[config.mk]
export PLATFORM = sky130hd
export DESIGN_NAME = wshb_arbiter
export DESIGN_NICKNAME = d
export VERILOG_FILES = /design/src/rtl/wshb_arbiter.sv
export SDC_FILE = /design/constraint.sdc
export NUM_CORES = 1
export LEC_CHECK = 0
export ABC_AREA = 0
export BUFFER_PORTS_ARGS = -buffer_cell sky130_fd_sc_hd__buf_2
export CORE_AREA = 4 4 108 110
export DETAILED_ROUTE_END_ITERATION = 10
export DIE_AREA = 0 0 112 114
export GPL_TIMING_DRIVEN = 0
export PLACE_DENSITY = 0.46
export SLEW_MARGIN = 10
export SYNTH_ARGS = -nofsm -noshare
export SYNTH_HDL_FRONTEND = slang
export SYNTH_SLANG_ARGS = --single-unit
[constraint.sdc]
create_clock -name clk -period 4.6 [get_ports clk]
set_clock_uncertainty 0.1 [all_clocks]
set_input_delay 0.69 -clock clk [delete_from_list [all_inputs] [get_ports clk]]
set_output_delay 0.69 -clock clk [all_outputs]
set_load 0.1 [all_outputs]
[src/rtl/wshb_arbiter.sv]
// Two-master Wishbone classic arbiter in front of a single shared slave (SDRAM).
// Round-robin on ties; an owner yields after BURST_MAX acks only if the other master waits.
module wshb_arbiter #(
    parameter int BURST_MAX = 64
) (
    input  logic        clk,
    input  logic        rst_n,
    input  logic [1:0]  m_cyc,
    input  logic [1:0]  m_stb,
    input  logic [1:0]  m_we,
    input  logic [63:0] m_adr,
    input  logic [63:0] m_dat_ms,
    input  logic [7:0]  m_sel,
    output logic [1:0]  m_ack,
    output logic [31:0] m_dat_sm,
    output logic        s_cyc,
    output logic        s_stb,
    output logic        s_we,
    output logic [31:0] s_adr,
    output logic [31:0] s_dat_ms,
    output logic [3:0]  s_sel,
    input  logic        s_ack,
    input  logic [31:0] s_dat_sm,
    output logic [1:0]  grant
);

    localparam int CW = $clog2(BURST_MAX + 1);
    localparam logic [CW-1:0] CNT_LAST = CW'(BURST_MAX - 1);
    localparam logic [CW-1:0] CNT_MAX  = CW'(BURST_MAX);

    typedef enum logic [1:0] {
        IDLE = 2'd0,
        G0   = 2'd1,
        G1   = 2'd2
    } state_t;

    state_t          state;
    state_t          next_state;
    logic            last;
    logic [CW-1:0]   cnt;
    logic            burst_done;

    // The ack that completes the burst is the one that lets a waiting master in.
    assign burst_done = s_ack && (cnt == CNT_LAST);

    always_comb begin
        next_state = state;
        case (state)
            IDLE: begin
                if (m_cyc[0] && (!m_cyc[1] || last))
                    next_state = G0;
                else if (m_cyc[1])
                    next_state = G1;
            end
            G0: begin
                if (!m_cyc[0] || (burst_done && m_cyc[1]))
                    next_state = IDLE;
            end
            G1: begin
                if (!m_cyc[1] || (burst_done && m_cyc[0]))
                    next_state = IDLE;
            end
            default: next_state = IDLE;
        endcase
    end

    always_ff @(posedge clk or negedge rst_n) begin
        if (!rst_n) begin
            state <= IDLE;
            last  <= 1'b1;
            cnt   <= '0;
        end else begin
            state <= next_state;
            if (state == IDLE) begin
                cnt <= '0;
                if (next_state == G0)
                    last <= 1'b0;
                else if (next_state == G1)
                    last <= 1'b1;
            end else if (s_ack && (cnt != CNT_MAX)) begin
                cnt <= cnt + 1'b1;
            end
        end
    end

    // Slave-side mux follows the registered owner only, so a grant change never glitches mid-cycle.
    always_comb begin
        s_cyc    = 1'b0;
        s_stb    = 1'b0;
        s_we     = 1'b0;
        s_adr    = '0;
        s_dat_ms = '0;
        s_sel    = '0;
        m_ack    = 2'b00;
        grant    = 2'b00;
        case (state)
            G0: begin
                s_cyc    = m_cyc[0];
                s_stb    = m_stb[0];
                s_we     = m_we[0];
                s_adr    = m_adr[31:0];
                s_dat_ms = m_dat_ms[31:0];
                s_sel    = m_sel[3:0];
                m_ack    = {1'b0, s_ack};
                grant    = 2'b01;
            end
            G1: begin
                s_cyc    = m_cyc[1];
                s_stb    = m_stb[1];
                s_we     = m_we[1];
                s_adr    = m_adr[63:32];
                s_dat_ms = m_dat_ms[63:32];
                s_sel    = m_sel[7:4];
                m_ack    = {s_ack, 1'b0};
                grant    = 2'b10;
            end
            default: ;
        endcase
    end

    assign m_dat_sm = s_dat_sm;

endmodule
* Yosys cells after proc, flatten, opt, wreduce, memory -nomap -nowiden
Cells that the tools add are included.
** Word-level totals
- Input port bits :: 177
- Flip-flop bits (word level) :: 10
- Output and inout bits :: 107
** Operators by class
- Equality and inequality tests :: 6
- Reductions and logical operators :: 14
- Multiplexer cells :: 17
- Add/sub/neg operators :: 1
** Operators with widths (number)
- $pmux W32 S2 :: 2
- $mux W7 :: 2
- $mux W2 :: 4
- $pmux W2 S2 :: 2
- $pmux W4 S2 :: 1
- $add A7 B1 Y7 const B :: 1
- $eq A7 B6 Y1 const B :: 1
- $ne A7 B7 Y1 const B :: 1
- $pmux W1 S2 :: 3
- $pmux W2 S3 :: 1
- $logic_and A1 B1 Y1 :: 5
- $eq A2 B1 Y1 const B :: 2
- $eq A2 B2 Y1 const B :: 2
- $reduce_bool A2 Y1 :: 2
- $logic_or A1 B1 Y1 :: 3
- $logic_not A1 Y1 :: 2
- $logic_not A2 Y1 :: 1
- $mux W1 :: 2
- $reduce_and A2 Y1 :: 1

* Logic depth before layout (Yosys ltp)
Gate-level depths: netlist (run 1).
- Depth in word-level cells :: 9
- Mapped depth :: 9

* Worst setup path before layout (run 1)
No wires, ideal clock.
- Path type :: flip-flop to output port
- Start point :: register state[1]
- End point :: output port s_adr[0]
- Path slack :: 975 ps
- Path buffers :: 2
- Arrival time :: 2835 ps
- Stages on the path, launching flop included :: 7
- Path through :: dfrtp_1 inv_1 ha_1 and2_1 clkbuf_1 clkbuf_1 a22o_1
** On the way
- Cells in the longest elaborated chain, start to end :: 2
** Ends and longest elaborated chain
- start, declared :: line 37 : state_t state;
- start signal, assigned :: line 73 : state <= next_state;
- $eq A2 B2 Y1 or $eq A2 B1 Y1 (tied branches) :: line 96 : case (state)
- $pmux W32 S2 (*) :: line 96
- end, declared :: line 19 : output logic [31:0] s_adr,
Every way passes the cells marked *; elsewhere a longest branch is shown, timed or not.

* Final worst setup path (run 1)
- Start point :: register state[1]
- End point :: output port s_dat_ms[29]
** On the way
- Cells in the longest elaborated chain, start to end :: 2
** Ends and longest elaborated chain
- $eq A2 B2 Y1 or $eq A2 B1 Y1 (tied branches) :: line 96
- $pmux W32 S2 (*) :: line 96
- end, declared :: line 20 : output logic [31:0] s_dat_ms,
Marked as above.

==> results of run 1 <==
-- where the power goes --
part	switching (W)	internal [W]
combinational	0.00225	0.000461
sequential	0.0000262	0.000113
clock	0.0000335	0.0000606
total	0.00231	0.000635
-- state kept, by name, indices dropped and copies added, names as in the netlist --
| name | count |
|---|---|
| cnt | 7 |
| state | 2 |
| last | 1 |
-- logic make-up after synthesis --
group           share of synthesized area [%]
compound gates                          45.16
xor+xnor                                1.102
fa+ha+maj                               6.295
buf+inv                                 20.53
flops                                   15.81
mux                                     1.338
simple gates                            9.757
-- worst max-delay path, cell delays in order (launching register included) --
cell and delay [ns]:
sky130_fd_sc_hd__dfrtp_1 0.46, sky130_fd_sc_hd__inv_1 0.10, sky130_fd_sc_hd__ha_1 0.32, sky130_fd_sc_hd__and2_1 0.12, sky130_fd_sc_hd__clkbuf_1 0.35, sky130_fd_sc_hd__clkbuf_1 0.42, sky130_fd_sc_hd__a22o_1 0.26, sky130_fd_sc_hd__buf_2 0.44
-- metrics by stage --
step	instances	setup WS, ns
2_1_floorplan	190	0.9746
3_3_place_gp	581	1.364
3_5_place_dp	581	1.304
4_1_cts	585	1.040
5_1_grt	585	0.8494
6_report	585	1.107
-- cell usage in the layout (no fill, tap or decap), drive strengths merged, types with 3 or more instances in the layout --
master,n
clkbuf,21
buf,283
nor2,5
nand2,6
nand2b,3
dfrtp,9
inv,6
and2,5
a22o,72
a21oi,3
ha,8
o21ai,4
-- layer usage --
metal	global-route usage (%)	up-vias	wire [um]
met2	23.10	157	4856
met5	0	-	56
met1	18.25	1143	4269
li1	-	1203	-
met3	8.647	14	1597
met4	1.843	6	102
-- area by class of cell --
type                    count  area (um2)
fillers                  1183        7631
repair buffers            251        1256
multi-input cells         125        1012
plain buffers              49       304.0
flip-flops and latches     10       251.5
well taps                 140       175.2
clock buffers               4       45.04
inverters                   6       22.52
-- worst paths after layout --
check / start / endpoint / cells after the start
max: state[1] / s_dat_ms[29] / 7
max in group asynchronous: rst_n / last / 1
max reg2reg: state[1] / last / 8
min: rst_n / cnt[2] / 1
min reg2reg: last / last / 2
min in group clk: last / last / 2
==> impl_results.rst, run 1 <==
.. list-table::
   :header-rows: 1

   * - Metric
     - Value
   * - Status
     - finished clean
   * - TritonCTS buffer count
     - 3
   * - Element type at the critical path end
     - output pin
   * - Area growth from synthesis to final layout
     - 92.84%
   * - Area fraction of the dominant cell type after synthesis
     - 39.65%
   * - Max-Slew Margin vs Limit
     - 62.66%
   * - Post-CTS repair timing setup buffer count
     - 0
   * - Initial standard-cell utilization of the core
     - 14.87%
   * - Post-CTS Hold Fix Bufs
     - 0
   * - First-pass GRT wire length
     - 14610 um
   * - Cells taking the most area after synthesis
     - sky130_fd_sc_hd__a22o_1, sky130_fd_sc_hd__buf_4, sky130_fd_sc_hd__dfrtp_1
   * - Static leakage power
     - 1.857 nW
   * - Detailed-route DRC error count
     - 0
   * - Wire length after detailed routing
     - 10880 um
   * - Number of storage elements in the synthesis netlist
     - 10
   * - Number of violations of the max-capacitance limit
     - 0
   * - Die span in y
     - 114 um
   * - Final number of hold-violating endpoints
     - 0
   * - Final critical path time including I/O delays and setup
     - 3.493 ns
   * - PwrDens
     - 959.5 nW/um2
   * - Setup repair after global routing missed its margin
     - no
   * - Total congestion overflow
     - 0
   * - GRT Resource Usage Total
     - 14.80%
   * - Largest area contributor in the netlist
     - sky130_fd_sc_hd__a22o_1
   * - Startpoint-to-endpoint class of the critical path
     - reg -> out
   * - Setup-violating endpoint count in the final report
     - 0
   * - Final Cycle Share
     - 75.93%
   * - Largest buffer count on any clock path
     - 2
   * - Buffers added on ports
     - 251
   * - Arrival time at the worst endpoint
     - 2.70 ns
   * - Routed vias
     - 2523
   * - Post-route total power
     - 0.002943 W
   * - Final hold slack
     - 0.2092 ns
   * - Per-cell via count in the routed design
     - 4.313
   * - Root Buffer
     - sky130_fd_sc_hd__clkbuf_8
   * - Cell count after synthesis
     - 190
   * - Netlist area before placement
     - 1590 um2
   * - Core ar.
     - 10700 um2
   * - CTS tree
     - done
   * - Antenna violations before repair
     - 3
   * - Clock-pin slew on the worst setup and hold paths
     - 0.05 ns
   * - Startpoint types
     - register
   * - Largest net degree at the start of global routing
     - 11
   * - Net count after synthesis
     - 375
   * - Class of the tightest hold or removal check
     - in -> async
   * - Most instantiated library cell after synthesis
     - sky130_fd_sc_hd__a22o_1
   * - RePlAce Congestion
     - 0.9482
   * - Layout Utilization
     - 28.67%
   * - Worst supply voltage drop on vdd
     - 0.5962 mV
   * - Top FF cell, synth
     - sky130_fd_sc_hd__dfrtp_1
   * - Number of flops mapped to enable cells by yosys
     - 0
   * - Avg WL per Cell
     - 18.60 um
   * - Max-slew violation count
     - 0
   * - Total negative slack
     - 0 ns
   * - Number of synthesis warnings
     - 0
   * - Sequential-to-total area share from yosys stat
     - 15.81%
   * - Post-synth cell types
     - 29
   * - Share of post-route cells with drive strength above 1
     - 64.94%
   * - Drt first-iter violations
     - 118
   * - Avg Synthesized Cell Area
     - 8.370 um2
   * - Deepest level of the CTS H-tree
     - 1
   * - DIE WIDTH
     - 112 um
   * - Async set or reset register ratio after synthesis
     - 100.0%
   * - Detailed Routing Iterations Pass 1
     - 4
   * - Required @ worst endpoint
     - 3.81 ns
   * - Area of the die
     - 12770 um2
   * - CTS-repair resized insts
     - 0
   * - Post-route design area
     - 3067 um2
   * - Peak Freq
     - 286.3 MHz
   * - Worst Max-Slew Pin Slew
     - 0.5640 ns
   * - Number of global-route vias before repair
     - 2490
   * - Clock sink count
     - 10
   * - Largest fanout on the critical path
     - 10
   * - Placed wire-length estimate after detailed placement
     - 9678 um
   * - Ports placed on the boundary
     - 284
   * - Standard-cell rows
     - 38
   * - Number of antenna repair diodes
     - 0
   * - Clock latency on the worst-skew pair
     - 0.23 ns
   * - Most instantiated cells after synthesis
     - sky130_fd_sc_hd__a22o_1, sky130_fd_sc_hd__buf_4, sky130_fd_sc_hd__clkbuf_1, sky130_fd_sc_hd__dfrtp_1, sky130_fd_sc_hd__ha_1
   * - Dpl cell area
     - 3022 um2
   * - Post-route antenna net violation count
     - 0
   * - Net total in the final layout
     - 631
   * - Slack of the worst reg-to-reg path
     - 2.40 ns
Power figures use the tool's default switching activity.
==> inputs of run 2 (changes only) <==
--- a/config.mk
+++ b/config.mk
@@ -7,9 +7,9 @@
 export LEC_CHECK = 0
 export ABC_AREA = 0
 export BUFFER_PORTS_ARGS = -buffer_cell sky130_fd_sc_hd__buf_2
-export CORE_AREA = 4 4 108 110
+export CORE_AREA = 4 4 110 112
 export DETAILED_ROUTE_END_ITERATION = 10
-export DIE_AREA = 0 0 112 114
+export DIE_AREA = 0 0 114 116
 export GPL_TIMING_DRIVEN = 0
 export PLACE_DENSITY = 0.46
 export SLEW_MARGIN = 10
==> constraint.sdc (replaced) <==
create_clock -name clk -period 2.95 [get_ports clk]
set_clock_uncertainty 0.1 [all_clocks]
set_input_delay 0.4425 -clock clk [delete_from_list [all_inputs] [get_ports clk]]
set_output_delay 0.4425 -clock clk [all_outputs]
set_load 0.1 [all_outputs]
==> run 2 against run 1 <==
Via count decreased by 2.5%. Hold slack better by 0.19 ns. Clock-buffer cell count is the same. Critical path type unchanged. Cell count up 0.34%. Routed wire length down 13%. Cell area is 11% higher.
==> impl_results.rst, run 2 (synthesis results as in run 1) <==
.. list-table::
   :header-rows: 1

   * - Metric
     - Value
   * - Setup-violating endpoint count in the final report
     - 0 (unchanged)
   * - Worst supply voltage drop on vdd
     - 0.8348 mV (+40%)
   * - Flip-flop count of the largest register, all copies and words added
     - 7 (unchanged)
   * - Largest buffer count on any clock path
     - 2 (unchanged)
   * - Peak Freq
     - 366.1 MHz
   * - Slack of the worst reg-to-reg path
     - 0.72 ns (-1.68 ns)
   * - Core ar.
     - 11220 um2 (+4.9%)
   * - Detailed-route DRC error count
     - 0 (unchanged)
   * - Number of violations of the max-capacitance limit
     - 0 (unchanged)
   * - Most frequent cells in the layout
     - sky130_fd_sc_hd__buf_2, sky130_fd_sc_hd__buf_4, sky130_fd_sc_hd__a22o_2, sky130_fd_sc_hd__clkbuf_2, sky130_fd_sc_hd__dfrtp_1
   * - Class of the tightest hold or removal check
     - reg -> reg
   * - PwrDens
     - 1457 nW/um2 (+52%)
   * - Detailed Routing Iterations Pass 1
     - 4 (unchanged)
   * - Root Buffer
     - sky130_fd_sc_hd__clkbuf_16
   * - Largest fanout on the critical path
     - 10 (unchanged)
   * - Buffers added on ports
     - 251 (unchanged)
   * - Required @ worst endpoint
     - 2.41 ns (-1.40 ns)
   * - Arrival time at the worst endpoint
     - 2.19 ns (-0.51 ns)
   * - Placed Cells incl. Taps
     - 584 (+0.52%)
   * - Clock latency on the worst-skew pair
     - 0.23 ns (about the same)
   * - Total congestion overflow
     - 0 (unchanged)
   * - Area of the die
     - 13220 um2 (+3.6%)
   * - Share of post-route cells with drive strength above 1
     - 84.91% (+20 points)
   * - GRT Resource Usage Total
     - 11.92% (-2.9 points)
   * - DIE WIDTH
     - 114 um (+1.8%)
   * - Clock-pin slew on the worst setup and hold paths
     - 0.04 ns (about the same)
   * - Wire length after detailed routing
     - 9423 um (-13%)
   * - Net total in the final layout
     - 630 (-0.16%)
   * - Die span in y
     - 116 um (+1.8%)
   * - Status
     - finished clean
   * - Element type at the critical path end
     - output pin
   * - Final number of hold-violating endpoints
     - 0 (unchanged)
   * - Post-CTS repair timing setup buffer count
     - 0 (unchanged)
   * - Number of global-route vias before repair
     - 2422 (-2.7%)
   * - Post-route total power
     - 0.004957 W (+68%)
   * - Clock sink count
     - 10 (unchanged)
   * - Placed wire-length estimate after detailed placement
     - 8302 um (-14%)
   * - Final Instance Count excl. Fillers
     - 587 (+0.34%)
   * - Max-Slew Margin vs Limit
     - 65.71% (+3.0 points)
   * - Number of antenna repair diodes
     - 0 (unchanged)
   * - Worst Max-Slew Pin Slew
     - 0.5179 ns (-0.04606 ns)
   * - RePlAce Congestion
     - 0.7305 (-23%)
   * - Number of filler instances in the final layout
     - 1229 (+3.9%)
   * - Largest net degree at the start of global routing
     - 11 (unchanged)
   * - Startpoint types
     - register
   * - Wire length on met3
     - 1054 um (-34%)
   * - Ports placed on the boundary
     - 284 (unchanged)
   * - Per-cell via count in the routed design
     - 4.193 (-2.8%)
   * - First-pass GRT wire length
     - 12660 um (-13%)
   * - Initial standard-cell utilization of the core
     - 14.17% (-0.70 points)
   * - Reg with most FFs
     - cnt
   * - Crit-path leading delay family
     - buffers and inverters
   * - Count of buffering cells on the critical path with inverters included
     - 3 (-1)
   * - CTS tree
     - done
   * - Final hold slack
     - 0.3944 ns (+0.1852 ns)
   * - Drt first-iter violations
     - 63 (-47%)
   * - Post-route antenna net violation count
     - 0 (unchanged)
   * - Highest layer used for signal routing
     - met4
   * - Avg WL per Cell
     - 16.05 um (-14%)
   * - Standard-cell rows
     - 39 (+2.6%)
   * - Setup repair after global routing missed its margin
     - no
   * - Cell-by-cell trace of the critical path
     - inv_1 > ha_1 > and2_2 > clkbuf_2 > a22o_2 > buf_4
   * - TritonCTS buffer count
     - 3 (unchanged)
   * - Total negative slack
     - 0 ns (unchanged)
   * - Dpl cell area
     - 3115 um2 (+3.1%)
   * - Routed vias
     - 2461 (-2.5%)
   * - Delay of the slowest cell on the worst path
     - 0.46 ns (about the same)
   * - Area growth from synthesis to final layout
     - 113.9%
   * - Startpoint-to-endpoint class of the critical path
     - reg -> out
   * - Static leakage power
     - 1.966 nW (+5.9%)
   * - Commonest non-fill, non-tap cell in the layout
     - sky130_fd_sc_hd__buf_2
   * - Deepest level of the CTS H-tree
     - 1 (unchanged)
   * - Wire length the detailed router placed on met1
     - 3588 um (-16%)
   * - Metal2 WL
     - 4679 um (-3.6%)
   * - Final critical path time including I/O delays and setup
     - 2.731 ns
   * - Critical-path cell with the highest stage delay
     - sky130_fd_sc_hd__dfrtp_1
   * - Max-slew violation count
     - 0 (unchanged)
   * - Registers with the most flip-flops
     - cnt x7, state x2, last x1
   * - Post-route design area
     - 3402 um2 (+11%)
   * - Final Cycle Share
     - 92.59%
   * - Antenna violations before repair
     - 0 (-3)
[run 2: cell count changes in the layout (fill, tap and decap cells not counted), moves of 2 or more]
cell and delta:
sky130_fd_sc_hd__clkbuf_16 +3, sky130_fd_sc_hd__buf_2 -70, sky130_fd_sc_hd__buf_4 +70, sky130_fd_sc_hd__clkbuf_8 -2
sky130_fd_sc_hd__and2_1 -2, sky130_fd_sc_hd__clkbuf_2 +14, sky130_fd_sc_hd__a22o_1 -70, sky130_fd_sc_hd__clkbuf_1 -17
sky130_fd_sc_hd__and2_2 +2, sky130_fd_sc_hd__a22o_2 +70
[run 2: final cells by class]
class	count	area, um2	area share (%)
plain buffers	47	314.1	9.231
clock buffers	4	88.84	2.611
inverters	6	22.52	0.6620
multi-input cells	125	1105	32.48
flip-flops and latches	10	251.5	7.392
well taps	143	178.9	5.259
repair buffers	252	1441	42.37
[run 2: path summary, 6_finish.rpt]
check,endpoint,start,cells after the start
setup / recovery,s_adr[30],state[1],6
hold / removal,last,last,2
setup reg to reg,last,cnt[1],7
hold reg to reg,last,last,2
max in group asynchronous,last,rst_n,2
min in group asynchronous,cnt[2],rst_n,2
[run 2: power by group]
part           switching [W]  internal [W]
sequential         0.0000431      0.000177
combinational        0.00347      0.000999
clock              0.0000593      0.000203
[run 2: repair_timing]
action / CTS / global route
endpoints found under the hold margin: 9 / 0
hold buffers: 1 / 0
setup endpoints to repair: 70 / 68
pin swaps: 0 / 0
resized for setup: 84 / 2
[run 2: through the flow]
stage	utilization [%]	setup WS, ns
3_3_place_gp	27.76	-0.1301
6_report	30.31	0.2186
3_5_place_dp	27.76	-0.1871
2_1_floorplan	-	0.1710
4_1_cts	30.29	0.02193
5_1_grt	30.31	0.05578
[run 2: layer usage]
metal  up-vias  track usage, %
met1      1105           15.22
met5         -               0
met3         6           2.663
met2       149           20.88
met4         0           1.979
li1       1201               -
[run 2: worst min-delay path: stages (launching register included)]
cell                      delay, ns
sky130_fd_sc_hd__dfstp_2       0.37
sky130_fd_sc_hd__nand2_1       0.05
sky130_fd_sc_hd__o21ai_0       0.07
==> inputs of run 3 (changes only) <==
--- a/config.mk
+++ b/config.mk
@@ -11,7 +11,8 @@
 export DETAILED_ROUTE_END_ITERATION = 10
 export DIE_AREA = 0 0 114 116
 export GPL_TIMING_DRIVEN = 0
-export PLACE_DENSITY = 0.46
+export PLACE_DENSITY_LB_ADDON = 0.05
+export RECOVER_POWER = 25
 export SLEW_MARGIN = 10
 export SYNTH_ARGS = -nofsm -noshare
 export SYNTH_HDL_FRONTEND = slang
==> run 3 against run 2 <==
Clock power grew 2%. Sequential cell count is the same. Cell area shrank 0.81%. Sequential share of layout area grew 0.060 points. Power grew 0.50%. First-iteration DRC count grew 120%. Sequential power is essentially flat. Worst setup slack gained 0.025 ns. Critical path type unchanged. Largest cell class unchanged. Largest power group unchanged.
==> impl_results.rst, run 3 (synthesis results as in run 1) <==
.. list-table::
   :header-rows: 1

   * - Metric
     - Value
   * - Registers with the most flip-flops
     - cnt x7, state x2, last x1
   * - Detailed Routing Iterations Pass 1
     - 4 (unchanged)
   * - First-pass GRT wire length
     - 14620 um (+15%)
   * - Clock latency on the worst-skew pair
     - 0.24 ns (about the same)
   * - Clock sink count
     - 10 (unchanged)
   * - Final critical path time including I/O delays and setup
     - 2.707 ns (-0.02482 ns)
   * - Net total in the final layout
     - 630 (unchanged)
   * - Final hold slack
     - 0.3924 ns (-0.001953 ns)
   * - Drt first-iter violations
     - 138 (+120%)
   * - Clock-pin slew on the worst setup and hold paths
     - 0.04 ns (about the same)
   * - Most frequent cells in the layout
     - sky130_fd_sc_hd__buf_2, sky130_fd_sc_hd__buf_4, sky130_fd_sc_hd__a22o_2, sky130_fd_sc_hd__clkbuf_1, sky130_fd_sc_hd__clkbuf_2
   * - Core ar.
     - 11220 um2 (unchanged)
   * - Flip-flop count of the largest register, all copies and words added
     - 7 (unchanged)
   * - Peak Freq
     - 369.5 MHz (+0.92%)
   * - Area growth from synthesis to final layout
     - 112.2%
   * - Buffers added on ports
     - 251 (unchanged)
   * - R2R cell count
     - 7 (unchanged)
   * - Max-Slew Margin vs Limit
     - 22.17% (-44 points)
   * - Startpoint types
     - register
   * - Share of post-route cells with drive strength above 1
     - 79.95% (-5.0 points)
   * - Layout Utilization
     - 30.07% (-0.25 points)
   * - DIE WIDTH
     - 114 um (unchanged)
   * - Slack of the worst reg-to-reg path
     - 0.75 ns (+0.03 ns)
   * - Die span in y
     - 116 um (unchanged)
   * - Capture point of the worst reg-to-reg path
     - last
   * - Setup repair after global routing missed its margin
     - no
   * - Post-route antenna net violation count
     - 0 (unchanged)
   * - Reg-to-reg critical path startpoint
     - cnt[1]
   * - Element type at the critical path end
     - output pin
   * - Initial standard-cell utilization of the core
     - 14.17% (unchanged)
   * - Reg with most FFs
     - cnt
   * - Placed wire-length estimate after detailed placement
     - 9546 um (+15%)
   * - Wire length after detailed routing
     - 10930 um (+16%)
   * - Post-route design area
     - 3374 um2 (-0.81%)
   * - Avg WL per Cell
     - 18.62 um (+16%)
   * - Delay of the slowest cell on the worst path
     - 0.46 ns (about the same)
   * - Post-CTS repair timing setup buffer count
     - 0 (unchanged)
   * - Root Buffer
     - sky130_fd_sc_hd__clkbuf_16
   * - Total congestion overflow
     - 0 (unchanged)
   * - TritonCTS buffer count
     - 3 (unchanged)
   * - Static leakage power
     - 1.906 nW (-3.1%)
   * - Worst Hold Depth
     - 2 (unchanged)
   * - Standard-cell rows
     - 39 (unchanged)
   * - Total negative slack
     - 0 ns (unchanged)
   * - Number of antenna repair diodes
     - 0 (unchanged)
   * - Largest fanout on the critical path
     - 10 (unchanged)
   * - Setup-violating endpoint count in the final report
     - 0 (unchanged)
   * - Final number of hold-violating endpoints
     - 0 (unchanged)
   * - Number of violations of the max-capacitance limit
     - 0 (unchanged)
   * - RePlAce Congestion
     - 0.7909 (+8.3%)
   * - Number of global-route vias before repair
     - 2428 (+0.25%)
   * - Class of the tightest hold or removal check
     - reg -> reg
   * - Routed vias
     - 2458 (-0.12%)
   * - Largest buffer count on any clock path
     - 2 (unchanged)
   * - GRT Resource Usage Total
     - 14.18% (+2.3 points)
   * - Largest net degree at the start of global routing
     - 11 (unchanged)
   * - CTS tree
     - done
   * - Required @ worst endpoint
     - 2.41 ns (about the same)
   * - Dpl cell area
     - 3115 um2 (unchanged)
   * - Antenna violations before repair
     - 2 (+2)
   * - Per-cell via count in the routed design
     - 4.187 (-0.12%)
   * - Ports placed on the boundary
     - 284 (unchanged)
   * - Final Cycle Share
     - 91.75% (-0.84 points)
   * - Startpoint-to-endpoint class of the critical path
     - reg -> out
   * - Launch point of the worst hold path
     - last
   * - Post-route total power
     - 0.004982 W (+0.50%)
   * - Detailed-route DRC error count
     - 0 (unchanged)
   * - Worst Hold Endpoint
     - last
   * - Arrival time at the worst endpoint
     - 2.16 ns (-0.03 ns)
   * - Status
     - finished clean
   * - Cell-by-cell trace of the critical path
     - inv_1 > ha_1 > and2_2 > clkbuf_2 > a22o_2 > buf_4
   * - PwrDens
     - 1476 nW/um2 (+1.3%)
   * - Deepest level of the CTS H-tree
     - 1 (unchanged)
   * - Area of the die
     - 13220 um2 (unchanged)
   * - Critical-path cell with the highest stage delay
     - sky130_fd_sc_hd__dfrtp_1
   * - Worst supply voltage drop on vdd
     - 0.6934 mV (-17%)
   * - Commonest non-fill, non-tap cell in the layout
     - sky130_fd_sc_hd__buf_2
   * - Worst Max-Slew Pin Slew
     - 1.172 ns (+0.6545 ns)
   * - Max-slew violation count
     - 0 (unchanged)
-- run 3: cell types whose count changed in the layout (fill, tap and decap cells not counted) --
cell and change:
sky130_fd_sc_hd__clkbuf_1 +22, sky130_fd_sc_hd__buf_2 -22
-- run 3: cell type report --
| type | instances | area, um2 |
|---|---|---|
| Multi-Input combinational cell | 125 | 1105 |
| Buffer | 47 | 314.1 |
| Sequential cell | 10 | 251.5 |
| Clock buffer | 4 | 88.84 |
| Fill cell | 1282 | 7849 |
| Tap cell | 143 | 178.9 |
| Inverter | 6 | 22.52 |
| Timing Repair Buffer | 252 | 1414 |
-- run 3: timing repair --
item,in CTS,in global routing
setup endpoints to repair,70,70
hold buffers,1,0
hold endpoints to repair,9,0
resized for setup,84,2
-- run 3: worst max path at each step --
stage | startpoint | to | slack (ns) | cells after the start
final | state[1] | s_dat_ms[5] | 0.24 | 6
after detailed placement | state[1] | s_dat_ms[5] | -0.08 | 7
after floorplan | state[1] | s_adr[0] | 0.17 | 6
after global routing | state[1] | s_adr[29] | 0.09 | 6
after CTS | state[1] | s_dat_ms[5] | 0.06 | 6
after global placement | state[1] | s_dat_ms[5] | -0.1 | 7
-- run 3: routing by layer --
layer | share of wire (%) | GRT usage [%] | wire, um
met5 | 0.37 | 0 | 40
met4 | 1.4 | 2.534 | 151
met3 | 9.3 | 4.856 | 1020
met2 | 50 | 24.55 | 5488
met1 | 39 | 17.28 | 4227
-- run 3: power breakdown --
part / internal (W) / switching, W
logic: 0.000996 / 0.00350
registers: 0.000177 / 0.0000436
clock network: 0.000204 / 0.0000636
total: 0.00138 / 0.00361
-- run 3: worst max-delay path: cells and delay by family (launching register included) --
kind	cells	cell delay [ns]
AND/OR/NAND/NOR	1	0.28
adder cells (fa/ha/maj)	1	0.32
flip-flops	1	0.46
AO/OA/AOI/OAI	1	0.20
buffers and inverters	3	0.65
-- run 3: through the flow --
step                instances  setup WS (ns)
global route              587        0.08961
global placement          584       -0.09550
floorplan                 190         0.1710
detailed placement        584       -0.08322
finish                    587         0.2435
CTS                       587        0.06478
